### src/rtl/fetch_pkg.sv
// Shared types and constants for the instruction fetch slice.
package fetch_pkg;

    localparam int unsigned INSTR_W      = 32;
    localparam int unsigned ADDR_W       = 32;
    localparam int unsigned IMEM_LATENCY = 1;

    typedef struct packed {
        logic [ADDR_W-1:0]  pc;
        logic [INSTR_W-1:0] instr;
    } fetch_entry_t;

    typedef enum logic {
        RUN  = 1'b0,
        HOLD = 1'b1
    } fetch_state_t;

    // Clear the byte-offset bits of an address.
    function automatic logic [ADDR_W-1:0] word_align(input logic [ADDR_W-1:0] addr);
        return addr & ~ADDR_W'(3);
    endfunction

endpackage

### src/rtl/fetch_buffer.sv
// Small FIFO of tagged fetch entries; flush empties it in one cycle.
module fetch_buffer
    import fetch_pkg::*;
#(
    parameter int unsigned DEPTH = 2
) (
    input  logic                         clk,
    input  logic                         rst,
    input  logic                         flush,
    input  logic                         push,
    input  fetch_entry_t                 push_data,
    input  logic                         pop,
    output fetch_entry_t                 head,
    output logic [$clog2(DEPTH+1)-1:0]   count
);

    localparam int unsigned PTR_W = $clog2(DEPTH);
    localparam int unsigned CNT_W = $clog2(DEPTH + 1);

    fetch_entry_t     mem_q [DEPTH];
    fetch_entry_t     mem_d [DEPTH];
    logic [PTR_W-1:0] rd_q, rd_d;
    logic [PTR_W-1:0] wr_q, wr_d;
    logic [CNT_W-1:0] cnt_q, cnt_d;

    // Next pointers/count; flush discards everything including a same-cycle push.
    always_comb begin
        mem_d = mem_q;
        rd_d  = rd_q;
        wr_d  = wr_q;
        cnt_d = cnt_q;
        if (flush) begin
            rd_d  = '0;
            wr_d  = '0;
            cnt_d = '0;
        end else begin
            if (push) begin
                mem_d[wr_q] = push_data;
                wr_d        = wr_q + PTR_W'(1);
            end
            if (pop) begin
                rd_d = rd_q + PTR_W'(1);
            end
            case ({push, pop})
                2'b10:   cnt_d = cnt_q + CNT_W'(1);
                2'b01:   cnt_d = cnt_q - CNT_W'(1);
                default: cnt_d = cnt_q;
            endcase
        end
    end

    // Pointer and occupancy registers.
    always_ff @(posedge clk) begin
        if (rst) begin
            rd_q  <= '0;
            wr_q  <= '0;
            cnt_q <= '0;
        end else begin
            rd_q  <= rd_d;
            wr_q  <= wr_d;
            cnt_q <= cnt_d;
        end
    end

    // Entry storage; contents are meaningless while count is zero, so no reset.
    always_ff @(posedge clk) begin
        mem_q <= mem_d;
    end

    assign head  = mem_q[rd_q];
    assign count = cnt_q;

endmodule

### src/rtl/inst_fetch.sv
// Instruction fetch: PC, credit-based issue to a 1-cycle instmem, redirect squash.
module inst_fetch
    import fetch_pkg::*;
#(
    parameter logic [ADDR_W-1:0] RESET_PC  = 32'h0000_0000,
    parameter int unsigned       BUF_DEPTH = 2
) (
    input  logic                clk,
    input  logic                rst,
    input  logic                fetch_en,
    output logic [ADDR_W-1:0]   imem_addr,
    input  logic [INSTR_W-1:0]  imem_instr,
    input  logic                redirect_valid,
    input  logic [ADDR_W-1:0]   redirect_pc,
    output logic                if_valid,
    input  logic                if_ready,
    output logic [INSTR_W-1:0]  if_instr,
    output logic [ADDR_W-1:0]   if_pc
);

    localparam int unsigned CNT_W = $clog2(BUF_DEPTH + 1);
    localparam int unsigned OCC_W = CNT_W + 1;

    logic [ADDR_W-1:0] pc_q, pc_d;
    logic [ADDR_W-1:0] req_pc_q, req_pc_d;
    logic              inflight_q, inflight_d;
    logic              starved_q, starved_d;
    fetch_state_t      state_q, state_d;

    logic [CNT_W-1:0]  buf_count;
    fetch_entry_t      buf_head;
    fetch_entry_t      push_entry;
    logic              pop, push, credit, issue;
    logic [OCC_W-1:0]  occupancy, limit;

    assign if_valid   = (buf_count != '0);
    assign pop        = if_valid & if_ready;
    assign push       = inflight_q & ~redirect_valid;
    assign push_entry = '{pc: req_pc_q, instr: imem_instr};
    assign imem_addr  = pc_q;
    assign if_pc      = if_valid ? buf_head.pc    : '0;
    assign if_instr   = if_valid ? buf_head.instr : '0;

    fetch_buffer #(
        .DEPTH (BUF_DEPTH)
    ) u_buf (
        .clk       (clk),
        .rst       (rst),
        .flush     (redirect_valid),
        .push      (push),
        .push_data (push_entry),
        .pop       (pop),
        .head      (buf_head),
        .count     (buf_count)
    );

    // Credit check, RUN/HOLD state and issue decision.
    // HOLD only arises when fetch_en or credit is already low, so gating issue
    // on the next state does not change when fetches go out.
    always_comb begin
        occupancy = OCC_W'(buf_count) + OCC_W'(inflight_q);
        limit     = OCC_W'(BUF_DEPTH) + OCC_W'(pop);
        credit    = (occupancy < limit);
        starved_d = ~credit;
        state_d   = RUN;
        if (redirect_valid) begin
            state_d = RUN;
        end else if (!fetch_en) begin
            state_d = HOLD;
        end else if (!credit && (starved_q || state_q == HOLD)) begin
            state_d = HOLD;
        end
        issue = (state_d == RUN) & fetch_en & ~redirect_valid & credit;
    end

    // PC advance, request tag capture and in-flight tracking.
    always_comb begin
        pc_d       = pc_q;
        req_pc_d   = req_pc_q;
        inflight_d = 1'b0;
        if (redirect_valid) begin
            pc_d = word_align(redirect_pc);
        end else if (issue) begin
            pc_d       = pc_q + ADDR_W'(4);
            req_pc_d   = pc_q;
            inflight_d = 1'b1;
        end
    end

    // State registers with synchronous reset.
    always_ff @(posedge clk) begin
        if (rst) begin
            pc_q       <= RESET_PC;
            req_pc_q   <= '0;
            inflight_q <= 1'b0;
            starved_q  <= 1'b0;
            state_q    <= RUN;
        end else begin
            pc_q       <= pc_d;
            req_pc_q   <= req_pc_d;
            inflight_q <= inflight_d;
            starved_q  <= starved_d;
            state_q    <= state_d;
        end
    end

endmodule

### config.mk
export PLATFORM = sky130hd
export DESIGN_NAME = inst_fetch
export DESIGN_NICKNAME = d
export VERILOG_FILES = /design/src/rtl/fetch_pkg.sv /design/src/rtl/fetch_buffer.sv /design/src/rtl/inst_fetch.sv
export SDC_FILE = /design/constraint.sdc
export NUM_CORES = 1
export LEC_CHECK = 0
export CORE_MARGIN = 4
export CORE_UTILIZATION = 40
export CTS_CLUSTER_SIZE = 30
export DETAILED_ROUTE_END_ITERATION = 7
export GPL_TIMING_DRIVEN = 0
export PLACE_DENSITY = 0.65
export SLEW_MARGIN = 20
export SYNTH_ARGS = -nofsm -noshare
export SYNTH_HDL_FRONTEND = slang
export SYNTH_SLANG_ARGS = --single-unit
### constraint.sdc
create_clock -name clk -period 10.7 [get_ports clk]
set_input_delay 1.07 -clock clk [delete_from_list [all_inputs] [get_ports clk]]
set_output_delay 1.07 -clock clk [all_outputs]
set_load 0.01 [all_outputs]
==> reports/qor.yml <==
drive_above_1_share_pct: 5.23
core-area_sq_um: 18800
dr.pass1.iters: 5
numCtsBuffers: 17
syn_inst: 645
ant_nets: 0
critPathKind: "reg2out"
pwr-share-seq_pct: 52.2
swShare_pct: 21.2
cap_violations: 0
ys.flop_type: "edfxtp_1"
dp.final_hpwl_um: 14000
synth_largest_area_cell: "edfxtp_1"
area_growth_pct: 33.6
root_buffer: "clkbuf_16"
grtUsageMet2_pct: 28.5
cts_hold_buf: 0
grt_pass1_wl_um: 29800
clock_skew_ns: 0.0114
dieHeight_um: 147
tightestPinTransition_ns: 0.853
fin_nets: 901
worstPathArrival_ns: 2.80
ios: 166
power.leakage_nw: 3.26
syn-cell-area_sq_um: 7700
cts_buffer_depth: 2
p_switching_mw: 0.328
async_flop_share_pct: 0
grt_pass1_vias: 5572
die_area_sq_um: 21500
ys_warn_count: 0
netlist.area_leader.share_pct: 48.4
power_frac_clock_pct: 41.0
p_per_area_nw_per_um2: 151
wl_per_cell_um: 17.4
reg2reg_slack_ns: 8.17
die_w_um: 147
place.gp.congestion: 0.903
worstPathMaxFanout: 10
port_buffers: 158
grt_max_degree: 40
hp-class: "reg2reg"
peakVddDrop_mv: 0.102
p_int_mw: 1.22
track_usage_pct: 17.6
post_cts_buffers: 0
num_vias: 5585
maxSlewViolCount: 0
outcome: "completed"
rsz0062_at_grt: "false"
worstPathRequired_ns: 9.63
setup_violations: 0
ys_ff_latch: 189
fin_setup_tns_ns: 0
grt_antenna_before_repair: 1
start_kind: "register"
tritoncts: "yes"
routed_wl_um: 19100
cts_resized: 0
worstSetupEndpointType: "output port"
top_usage_layer: "met2"
htreeDepth: 4
clk-insertion-delay-late_ns: 0.43
via_per_inst: 5.07
yosysUniqueCellTypes: 48
layout_setup_ws_ns: 6.83
grt-ovfl-total: 0
clkTransAtPathRegs_ns: 0.06
detail_route.iter0.violations: 344
use_met3_pct: 3.89
p_comb_share_pct: 6.9
synth_area_leaders: "edfxtp_1 (48%), dfxtp_1 (17%), mux2i_1 (8.1%)"
fin_crit_sh_pct: 36.2
slew_headroom_pct: 42.9
synth_area_per_cell_sq_um: 11.9
cts.sinks: 189
met1_usage_pct: 23.0
dpl_worst_slack_ns: 7.19
period_minus_slack_ns: 3.87
start_util_pct: 40.9
row_count: 50
route.detailed.drc: 0
synth_edf_count: 124
seq_area_frac_synth_pct: 65.3
fmax_ghz: 0.258
hold_violations: 0
[state kept, by name, indices dropped and copies added (netlist names)]
| name | flops |
|---|---|
| u_buf.rd_q | 1 |
| u_buf.mem_q | 124 |
| inflight_q | 1 |
| u_buf.count | 2 |
| u_buf.wr_q | 1 |
| imem_addr | 30 |
| req_pc_q | 30 |
[power groups by stage]
| stage | Sequential (mW) | Clock [mW] | Combinational (mW) |
|---|---|---|---|
| finish | 0.809 | 0.635 | 0.106 |
| global route | 0.811 | 0.674 | 0.115 |
| CTS | 0.809 | 0.646 | 0.107 |
| detailed placement | 0.825 | 0 | 0.106 |
| global placement | 0.824 | 0 | 0.103 |
| floorplan | 0.824 | 0 | 0.0408 |
[area by class of cell]
cell class | count | area, sq um
plain buffers | 44 | 186
clock inverters | 11 | 139
flip-flops and latches | 189 | 5020
multi-input cells | 406 | 2470
repair buffers | 161 | 1640
clock buffers | 21 | 450
diodes | 1 | 2.50
inverters | 9 | 33.8
fillers | 1598 | 8550
well taps | 260 | 325
[stage by stage]
stage	util, %	hold slack (ns)	instances	power [mW]	area (sq um)
2_1_floorplan	-	0.425	648	0.864	7710
3_3_place_gp	51.1	0.433	1066	0.927	9610
3_5_place_dp	51.4	0.438	1069	0.931	9690
4_1_cts	54.6	0.455	1101	1.56	10300
5_1_grt	54.6	0.467	1102	1.60	10300
6_report	54.6	0.453	1102	1.55	10300
[cells in the final DEF (no fill, tap or decap), drive strengths merged, types with 7 or more instances in the layout]
| master | Yosys | layout |
|---|---|---|
| nand3 | 9 | 9 |
| a211oi | 16 | 16 |
| nor3 | 9 | 9 |
| mux2i | 62 | 62 |
| nor2 | 88 | 88 |
| xnor2 | 18 | 18 |
| edfxtp | 124 | 124 |
| a21oi | 36 | 36 |
| and4 | 7 | 7 |
| dfxtp | 65 | 65 |
| clkdlybuf4s50 | 0 | 158 |
| nor4 | 10 | 10 |
| buf | 9 | 12 |
| clkbuf | 35 | 56 |
| inv | 9 | 13 |
| nand2 | 81 | 81 |
| o21ai | 9 | 9 |
[final timing paths]
kind                       start         endpoint  cells past startpoint
setup reg to reg  u_buf.count[0]     req_pc_q[22]                      8
setup / recovery      u_buf.rd_q        if_pc[21]                      5
hold / removal       req_pc_q[9]  u_buf.mem_q[41]                      0
hold reg to reg      req_pc_q[9]  u_buf.mem_q[41]                      0
[cells in the mapped netlist (5+ instances only)]
cell type and number:
mux2i_1 62, nor2_1 88, xnor2_1 18, o21ai_0 9
xor2_1 5, edfxtp_1 124, nand3_1 9, a211oi_1 16
inv_1 8, nor3_1 8, nor4_1 10, a21oi_1 36
and4_1 7, nand2_1 81, dfxtp_1 65, buf_4 5
clkbuf_1 34
[worst max-delay path: stages, from the launching register on]
cell and delay (ns):
dfxtp_1 0.30, clkbuf_1 0.50, clkbuf_1 0.68, mux2i_1 0.21
nor2_1 0.13, clkdlybuf4s50_1 0.55
[kinds of logic after synthesis]
| family | after synthesis | share of synthesized area [%] |
|---|---|---|
| and+or+nand+nor | 231 | 13.7 |
| buffers and inverters | 53 | 2.86 |
| DFF | 189 | 65.3 |
| adders and majority gates | 4 | 0.650 |
| muxes | 62 | 8.06 |
| AOI/OAI and AO/OA | 82 | 6.73 |
| other | 1 | 0.0487 |
| xor gates and xnor gates | 23 | 2.62 |
[layer usage]
layer  vias to the layer above  share of wire (%)
met5                         -                  0
met4                         0                2.1
met3                        25                6.7
met2                       202                 48
met1                      2674                 43
li1                       2684                  -
Note: power is estimated with default switching activity, not from simulation.
